===== config.mk =====
export PLATFORM = sky130hd
export DESIGN_NAME = map_table
export DESIGN_NICKNAME = d
export VERILOG_FILES = /design/src/rtl/map_table.sv
export SDC_FILE = /design/constraint.sdc
export NUM_CORES = 1
export LEC_CHECK = 0
export CAP_MARGIN = 20
export CORE_MARGIN = 2
export CORE_UTILIZATION = 60
export CTS_CLUSTER_SIZE = 24
export DETAILED_ROUTE_END_ITERATION = 10
export PLACE_DENSITY = 0.78
export SETUP_SLACK_MARGIN = 0.05
export SYNTH_ARGS = -nofsm -noshare
export SYNTH_HDL_FRONTEND = slang
export SYNTH_SLANG_ARGS = --single-unit
export TNS_END_PERCENT = 100

===== constraint.sdc =====
create_clock -name clock -period 5.9 [get_ports clock]
set_clock_uncertainty 0.15 [all_clocks]
set_input_delay 1.18 -clock clock [delete_from_list [all_inputs] [get_ports clock]]
set_output_delay 1.18 -clock clock [all_outputs]
set_load 0.1 [all_outputs]

===== src/rtl/map_table.sv =====
// R10K-style register map table.
// Maps each architectural register to its current physical tag plus a ready bit.
// Lookups are combinational. A rename in the same cycle is not forwarded, so
// write_out is the true T_old. A CDB broadcast is bypassed into the ready bit
// of all three lookups in the cycle it arrives.
// Each tag port is a packed {tag, valid} vector: bits [TAG_W:1] hold the tag
// and bit [0] holds valid.
module map_table #(
   parameter  int NUM_ARCH_REGS = 32,
   parameter  int PHYS_REG_SZ   = 64,
   localparam int IDX_W         = $clog2(NUM_ARCH_REGS),
   localparam int TAG_W         = $clog2(PHYS_REG_SZ),
   localparam int ENTRY_W       = TAG_W + 1
) (
   input  logic               clock,
   input  logic               reset,
   input  logic [IDX_W-1:0]   read_idx_1,
   input  logic [IDX_W-1:0]   read_idx_2,
   output logic [ENTRY_W-1:0] read_out_1,
   output logic [ENTRY_W-1:0] read_out_2,
   input  logic               write_en,
   input  logic [IDX_W-1:0]   write_idx,
   input  logic [ENTRY_W-1:0] write_tag,
   output logic [ENTRY_W-1:0] write_out,
   input  logic               cdb_en,
   input  logic [ENTRY_W-1:0] cdb_tag
);

   // Register 0 always maps to physical tag 0, which is always ready.
   localparam logic [ENTRY_W-1:0] ZERO_ENTRY = {{TAG_W{1'b0}}, 1'b1};

   logic [ENTRY_W-1:0] table_reg  [NUM_ARCH_REGS];
   logic [ENTRY_W-1:0] table_next [NUM_ARCH_REGS];

   // Per-entry match strobes.
   logic [NUM_ARCH_REGS-1:0] write_hit;
   logic [NUM_ARCH_REGS-1:0] cdb_hit;

   // Only the tag field of a CDB broadcast takes part in matching.
   logic [TAG_W-1:0] cdb_match_tag;
   logic             cdb_valid_unused;

   assign cdb_match_tag    = cdb_tag[ENTRY_W-1:1];
   assign cdb_valid_unused = cdb_tag[0];

   genvar gi;
   generate
      for (gi = 0; gi < NUM_ARCH_REGS; gi++) begin : g_match
         if (gi == 0) begin : g_zero
            // Writes to register 0 are ignored, and its ready bit is already set.
            assign write_hit[gi] = 1'b0;
            assign cdb_hit[gi]   = 1'b0;
         end else begin : g_entry
            // A rename targets exactly one entry.
            assign write_hit[gi] = write_en && (write_idx == IDX_W'(gi));
            // A completion may match several entries.
            assign cdb_hit[gi]   = cdb_en && (table_reg[gi][ENTRY_W-1:1] == cdb_match_tag);
         end
      end
   endgenerate

   // Next-state for every entry. The write takes priority over the CDB because
   // the new mapping supersedes the one that is completing.
   always_comb begin
      for (int i = 0; i < NUM_ARCH_REGS; i++) begin
         table_next[i] = table_reg[i];
         if (i == 0) begin
            table_next[i] = ZERO_ENTRY;
         end else if (write_hit[i]) begin
            table_next[i] = write_tag;
         end else if (cdb_hit[i]) begin
            table_next[i][0] = 1'b1;
         end
      end
   end

   // Table state. Reset restores the identity mapping with every entry ready,
   // and it discards any rename or CDB update in flight.
   always_ff @(posedge clock) begin
      for (int i = 0; i < NUM_ARCH_REGS; i++) begin
         if (reset) begin
            table_reg[i] <= {TAG_W'(i), 1'b1};
         end else begin
            table_reg[i] <= table_next[i];
         end
      end
   end

   // Combinational lookup. It returns the pre-edge mapping and applies the CDB
   // ready bypass. Register 0 is forced to tag 0, ready.
   function automatic logic [ENTRY_W-1:0] lookup(input logic [IDX_W-1:0] idx);
      logic [ENTRY_W-1:0] e;
      e = table_reg[idx];
      if (idx == '0) begin
         e = ZERO_ENTRY;
      end else if (cdb_en && (e[ENTRY_W-1:1] == cdb_match_tag)) begin
         e[0] = 1'b1;
      end
      return e;
   endfunction

   // Two source-operand lookups plus the T_old lookup for the destination.
   always_comb begin
      read_out_1 = lookup(read_idx_1);
      read_out_2 = lookup(read_idx_2);
      write_out  = lookup(write_idx);
   end

endmodule


### Yosys cells after proc, flatten, opt, wreduce, memory -nomap -nowiden

Memories as Yosys holds them, arrays and structs flattened.
Cells that the tools add are included.

| cells by class | value |
|---|---|
| equality and inequality tests | 65 |
| mux-type cells | 137 |
| bitwise operators | 32 |
| reductions and logical operators | 68 |

Operators with widths:

| kind | number |
|---|---|
| two-way mux 7 bit | 32 |
| equality test 6 bit | 34 |
| two-way mux 6 bit | 34 |
| equality test 5 bit (second input constant) | 16 |
| two-way mux 1 bit | 71 |
| logical AND 1 bit | 65 |
| equality test 5 x 4 -> 1 bit (second input constant) | 8 |
| OR 1 bit | 32 |
| equality test 5 x 3 -> 1 bit (second input constant) | 4 |
| zero test 5 bit | 3 |
| equality test 5 x 2 -> 1 bit (second input constant) | 2 |
| equality test 5 x 1 -> 1 bit (second input constant) | 1 |

| word-level totals | value |
|---|---|
| register bits after elaboration | 0 |
| RAM bits | 224 |
| input port bits | 33 |
| output and inout port bits | 21 |
| logic and storage cells | 303 |
| memories kept | 1 |

Memories:

| memory | words | bits a word | read ports | clocked after Yosys merged registers in | wr ports | RTL line | source |
|---|---|---|---|---|---|---|---|
| table_reg | 32 | 7 | 34 | 0 | 32 | 32 | `logic [ENTRY_W-1:0] table_reg [NUM_ARCH_REGS];` |

### Logic depth before layout (Yosys ltp)

Gate-level depths: netlist (run 1).
An unclocked memory read counts as a cell.

| logic depth | value |
|---|---|
| depth in word-level cells | 6 |
| depth in mapped cells | 12 |
| depth with buffers taken out | 7 |

### Least setup slack after synthesis (run 1)

No wires, ideal clock.

| timing path | value |
|---|---|
| path type | input-to-output |
| start | input port read_idx_1[0] |
| end | output port read_out_1[0] |
| data arrival time | 7.491 ns |
| data required time | 4.570 ns |
| path slack | -2.921 ns |
| stages on the path | 10 |
| buffers on the path | 4 |
| cells stage by stage | buf_2 -> buf_4 -> buf_4 -> buf_4 -> and2b_1 -> a221oi_1 -> a2111oi_1 -> xnor2_1 -> nand4_1 -> o21ai_1 |

| between the ends | value |
|---|---|
| word-level cells in the longest chain between the ends | 5 |

Ends and longest elaborated chain:

| item | RTL line | source |
|---|---|---|
| from (decl) | 17 | `input logic [IDX_W-1:0] read_idx_1,` |
| memory read (32 x 7 bit) | -- |  |
| equality test 6 bit | 96 | `end else if (cdb_en && (e[ENTRY_W-1:1] == cdb_match_tag)) begin` |
| logical AND 1 bit | 96 |  |
| two-way mux 1 bit | 96 |  |
| two-way mux 1 bit (*) | 94 | `if (idx == '0) begin` |
| to (decl) | 19 | `output logic [ENTRY_W-1:0] read_out_1,` |

Mark *: on every way between the ends. The rest lies on a longest branch, timed or not.

### Worst setup path in the final report (run 1)

| timing path | value |
|---|---|
| start | input port write_idx[3] |
| end | output port write_out[0] |

| between the ends | value |
|---|---|
| word-level cells in the longest chain between the ends | 5 |

Ends and longest elaborated chain:

| item | RTL line | source |
|---|---|---|
| from (decl) | 22 | `input logic [IDX_W-1:0] write_idx,` |
| memory read (32 x 7 bit) | -- |  |
| equality test 6 bit | 96 |  |
| logical AND 1 bit | 96 |  |
| two-way mux 1 bit | 96 |  |
| two-way mux 1 bit (*) | 94 |  |
| to (decl) | 24 | `output logic [ENTRY_W-1:0] write_out,` |

Marks and branches as above.

==> flow_metrics.tcl, run 1 <==
set metrics [dict create \
    instances_no_fill 2075 \
    critPathRequiredTime_ns 4.57 \
    dieArea_um2 27940 \
    hold_buffers 0 \
    whs_ns 0.3697 \
    maxCapViolCount 0 \
    yosys_warnings 0 \
    grt_pass1_vias 14516 \
    hpwl_mm 44.86 \
    largest_reg_flops 217 \
    cp_max_fo 9 \
    postRouteAntennaNets 0 \
    place_congestion 1.041 \
    grt_usage 0.4487 \
    avgViaCountPerCell 7.362 \
    period_share 0.9701 \
    setup_viol 0 \
    synthArstFlopShare 0 \
    slew_violations 0 \
    layout_min_cycle_time_ns 5.724 \
    drc 5 \
    path_clk_slew_ns 0.06 \
    setup_ws_ns 0.1762 \
    clkSinkCount 217 \
    route.vias.total 15276 \
    core_area_um2 26130 \
    synth_seq_cells 217 \
    worst_pin_slew_ns 1.099 \
    cts_resized 0 \
    ios 54 \
    numPortBuffers 52 \
    wirelength_mm 63.24 \
    synthCells 1727 \
    ys_seq_area_frac 0.2720 \
    nFillCells 2095 \
    violations "DRC" \
    syn-mean-instance-area_um2 9.247 \
    status "finished with violations" \
    power.density_nw_per_um2 215.1 \
    final_hold_viol_count 0 \
    cts_made_buffers 24 \
    final_net_count 1757 \
    grt-ovfl-total 0 \
    grt_start_max_net_pins 89 \
    leakagePower_nw 6.268 \
    cts_buffer_depth 3 \
    ys_types 66 \
    syn-cell-area_um2 15970 \
    arrival_ns 4.39 \
    synth_top_flop_cell "dfxtp_1" \
    seqCellArea_um2 4344 \
    max-vdd-ir-drop_uv 240.8 \
    synth-edff-count 0 \
    cp-end-kind "output port" \
    drt_iter0_drc 2491 \
    multiInputGateArea_um2 11020 \
    die_x_um 167.1 \
    dieHeight_um 167.1 \
    cts_max_level 1 \
    antenna_found_initial 3 \
    path_class "in -> out" \
    wl_per_cell_um 30.47 \
    drive_gt1_frac 0.1816 \
    diodes 0 \
    slew_headroom 0.2671 \
    area_delta_synth_final_pct 11.31 \
    fmax_mhz 174.7 \
    dp_cells 2033 \
    final_common_cell "dfxtp_1" \
    drt-pass1-iter-count 11 \
    final_cell_mix "dfxtp_1, nand2_1, mux4_2" \
    post_cts_buffers 0 \
    fin_setup_tns_ns 0 \
    cp-start-kind "primary input" \
    rows 59 \
    dpl_worst_slack_ns 0.2443 \
    cts_root_buffer "clkbuf_16" \
    clock_latency_ns 0.54 \
    cts_tree "done" \
    syn_nets 1760 \
    hold_class "reg -> reg" \
    initial_core_util 0.6111 \
    grt_pass1_wl_mm 93.90 \
    rsz0062_at_grt "no" \
]
-- worst paths after layout --
kind,start,to,slack (ns),cells past startpoint
setup / recovery,write_idx[3],write_out[0],0.18,11
hold / removal,table_reg[6][1]$_SDFFE_PP0P_,table_reg[6][1]$_SDFFE_PP0P_,0.37,2
setup reg to reg,table_reg[1][2]$_SDFFE_PP0P_,table_reg[1][0]$_SDFF_PP1_,4.31,6
hold reg to reg,table_reg[6][1]$_SDFFE_PP0P_,table_reg[6][1]$_SDFFE_PP0P_,0.37,2
-- cell type report --
type | count | share of cell area
Multi-Input combinational cell | 1349 | 0.6201
Timing Repair Buffer | 125 | 0.06638
Clock inverter | 4 | 0.002745
Inverter | 7 | 0.001478
Tap cell | 335 | 0.02358
Clock buffer | 38 | 0.04132
Sequential cell | 217 | 0.2444
-- routing by layer --
| layer | share of wire | GRT usage | vias up |
|---|---|---|---|
| li1 | - | - | 6327 |
| met1 | 0.37 | 0.6071 | 7361 |
| met2 | 0.43 | 0.6827 | 1288 |
| met3 | 0.14 | 0.1116 | 294 |
| met4 | 0.059 | 0.2057 | 6 |
| met5 | 0.00071 | 0 | - |
-- per-stage QoR --
step                area, µm²  power, mW    util
CTS                     17770      3.805  0.6802
global route            17770      3.902  0.6802
detailed placement      16990      2.307  0.6502
floorplan               16080      2.055       -
finish                  17770      3.824  0.6802
global placement        16990      2.297  0.6502
-- critical path, cell delays in order --
cell             delay (ns)
clkdlybuf4s50_1        0.63
buf_4                  0.28
nand3b_1               0.22
buf_4                  0.19
o22ai_1                0.10
or4_1                  0.60
o41a_1                 0.22
xor2_1                 0.17
nor4b_1                0.41
a31o_4                 0.22
buf_12                 0.17
-- report_power, final --
part	switching (mW)	leakage (nW)	total (mW)	internal (mW)
sequential	0.0270	1.76	1.51	1.48
combinational	0.515	4.13	0.794	0.279
clock	0.632	0.386	1.52	0.891
-- Yosys cell counts (all sizes together), types with 7 or more instances --
| cell | number | area (µm²) |
|---|---|---|
| o21ai | 11 | 55.05 |
| mux2i | 92 | 920.9 |
| clkbuf | 93 | 349.1 |
| nand3b | 31 | 232.7 |
| a211o | 48 | 420.4 |
| nor3 | 50 | 255.3 |
| xnor2 | 100 | 875.8 |
| nand2b | 16 | 100.1 |
| a22o | 7 | 61.31 |
| mux4 | 126 | 2868 |
| o21bai | 27 | 202.7 |
| buf | 61 | 312.8 |
| nor2 | 107 | 401.6 |
| mux2 | 37 | 416.7 |
| nor4 | 33 | 206.5 |
| xor2 | 102 | 893.4 |
| a221o | 7 | 70.07 |
| nand3 | 41 | 205.2 |
| dfxtp | 217 | 4344 |
| a21oi | 82 | 410.4 |
| a221oi | 14 | 122.6 |
| o22ai | 22 | 137.6 |
| nor2b | 68 | 425.4 |
| nand2 | 210 | 788.3 |
| nand4 | 37 | 231.5 |
-- cells by family (layout without fill, tap and decap cells) --
| logic type | after synthesis | in the layout | synth area share |
|---|---|---|---|
| compound gates | 262 | 262 | 0.1160 |
| flops | 217 | 217 | 0.2720 |
| simple gates | 630 | 630 | 0.1948 |
| xor+xnor | 202 | 202 | 0.1108 |
| buf+inv | 161 | 174 | 0.04309 |
| mux | 255 | 255 | 0.2633 |
Power figures use the tool's default switching activity.
==> run 2: changes to the inputs <==
Settings changed: HOLD_SLACK_MARGIN set to 0.03, SLEW_MARGIN set to 20.
==> results of run 2 <==
Same layout as run 1: the final DEF is identical, and so are final timing and power.
==> patch: new RTL, config.mk and constraints of run 2 <==
Register the inputs `read_idx_1`, `read_idx_2`, `write_en`, `write_idx`, `write_tag` and `cdb_tag` before use, without a reset. The logic sees them one clock later. The other inputs are not delayed to match.
--- a/src/rtl/map_table.sv
+++ b/src/rtl/map_table.sv
@@ -31,2 +31,18 @@
 
+   logic [IDX_W-1:0] read_idx_1_q;
+   logic [IDX_W-1:0] read_idx_2_q;
+   logic write_en_q;
+   logic [IDX_W-1:0] write_idx_q;
+   logic [ENTRY_W-1:0] write_tag_q;
+   logic [ENTRY_W-1:0] cdb_tag_q;
+
+   always_ff @(posedge clock) begin
+      read_idx_1_q <= read_idx_1;
+      read_idx_2_q <= read_idx_2;
+      write_en_q   <= write_en;
+      write_idx_q  <= write_idx;
+      write_tag_q  <= write_tag;
+      cdb_tag_q    <= cdb_tag;
+   end
+
    logic [ENTRY_W-1:0] table_reg  [NUM_ARCH_REGS];
@@ -42,4 +58,4 @@
 
-   assign cdb_match_tag    = cdb_tag[ENTRY_W-1:1];
-   assign cdb_valid_unused = cdb_tag[0];
+   assign cdb_match_tag    = cdb_tag_q[ENTRY_W-1:1];
+   assign cdb_valid_unused = cdb_tag_q[0];
 
@@ -54,3 +70,3 @@
             // A rename targets exactly one entry.
-            assign write_hit[gi] = write_en && (write_idx == IDX_W'(gi));
+            assign write_hit[gi] = write_en_q && (write_idx_q == IDX_W'(gi));
             // A completion may match several entries.
@@ -69,3 +85,3 @@
          end else if (write_hit[i]) begin
-            table_next[i] = write_tag;
+            table_next[i] = write_tag_q;
          end else if (cdb_hit[i]) begin
@@ -103,5 +119,5 @@
    always_comb begin
-      read_out_1 = lookup(read_idx_1);
-      read_out_2 = lookup(read_idx_2);
-      write_out  = lookup(write_idx);
+      read_out_1 = lookup(read_idx_1_q);
+      read_out_2 = lookup(read_idx_2_q);
+      write_out  = lookup(write_idx_q);
    end
Function: changed (Yosys sat finds a counterexample within 4 cycles, from zero or initial values).
==> patch against run 2 <==
Synthesized area rose by 3.7%; cell area rose by 2.0%; total power rose by 11%; synthesized cell count rose by 2.3%; first-iteration DRC count fell by 11%; utilization fell by 0.96 points; worst setup slack improved by 0.32 ns; sequential cell count rose by 29; combinational power fell by 17%; sequential power rose by 18%; sequential share of layout area rose by 2.9 points; routed wire length fell by 4.4%; critical path type is now flip-flop to output pin; highest routed layer is now met4.
==> patch: results (changes against run 2) <==
** STA
- The share of the clock period used by the worst path after layout is 0.915 (-0.0549).
- Slew at the pin closest to its max-slew limit :: 1.03 ns (-0.0652 ns)

** Drt
- Average routed wire per standard cell :: 28.8 microns (-5.5%)
- The average vias per placed instance came to 7.24 (-1.6%).
- Top routing layer in use :: met4
- DRT iter0 DRCs :: 2215 (-11%)
- Routed length on met3 :: 7500 microns (-17%)
- Met1 routed wirelength after detailed routing :: 21300 microns (-8.6%)

** Worst hold path
- WHS Endpoint :: table_reg[4][2]
- Start point of the worst hold path :: table_reg[4][2]

** GRT
- The first-pass GRT wire length came to 90400 microns (-3.7%).
- The total global-route track usage is 0.420 (-0.0290).
- The met2 track utilization from global routing came to 0.661 (-0.0215).
- The via count of the first global-routing pass was 14636 (+0.83%).
- The met3 usage in global routing is 0.0967 (-0.0148).
- Met1 GRT Util :: 0.521 (-0.0858)
- The largest net degree at the start of global routing was 98 (+10%).
- Number of antenna violations at the first check in global routing :: 0 (-3)

** Worst setup path
- Register-to-Register Path Depth :: 5 (-1)
- The critical path's largest stage delay is 0.77 ns (+0.14 ns).
- On the critical path, the stage with the largest delay is an instance of sky130_fd_sc_hd__dfxtp_2.
- Worst flop-to-flop path endpoint :: table_reg[14][4]
- Grouping stages by cell kind, the critical path spends the most delay in compound AO/OA/AOI/OAI gates.
- Critical Path End :: read_out_1[0]
- The largest driver fanout on the critical path came to 13 (+4).
- R2R setup slack :: 2.59 ns (-1.72 ns)

** Logic synthesis
- Sequential-to-total area share from yosys stat :: 0.298 (+0.0255)
- Number of distinct standard cells referenced by the synthesized netlist :: 67 (+1.5%)
- The cell count after synthesis is 1767 (+2.3%).

** Pwr
- The part of the power in the clock network was 0.422 (+0.024).
- Flop pwr share :: 0.422 (+0.028)
- Combinational logic power :: 659 uW (-17%)

** Outcome
- Run status :: finished clean

** Placed design
- Dpl cell area :: 17200 sq um (+1.1%)
- The placer congestion estimate came to 1.06 (+1.3%).

** Layout
- The post-layout net count came to 1771 (+0.80%).
-- patch: cell types whose count changed in the layout (fill, tap and decap cells not counted), moves of 12 or more --
cell                              before  now
sky130_fd_sc_hd__buf_12               18    2
sky130_fd_sc_hd__dfxtp_1             217  232
sky130_fd_sc_hd__nand3_1              41   55
sky130_fd_sc_hd__buf_4                79   63
sky130_fd_sc_hd__o22ai_1              22    8
sky130_fd_sc_hd__clkdlybuf4s50_1      16   33
sky130_fd_sc_hd__dfxtp_2               0   12
sky130_fd_sc_hd__nand2_1             210  227
-- patch: cells by family after synthesis --
group	after synthesis	synth area share
flops	246	0.298
compound gates	255	0.107
mux	245	0.251
simple gates	649	0.191
xor+xnor	203	0.107
buf+inv	169	0.0459
-- patch: cell type report --
class                      instances  area (sq um)
timing repair buffer              99           855
tap                              341           427
multi-input combinational       1352         10900
clock inverter                    12           150
sequential                       246          4950
fill                            2105          8900
clock buffer                      38           787
inverter                          12          45.0
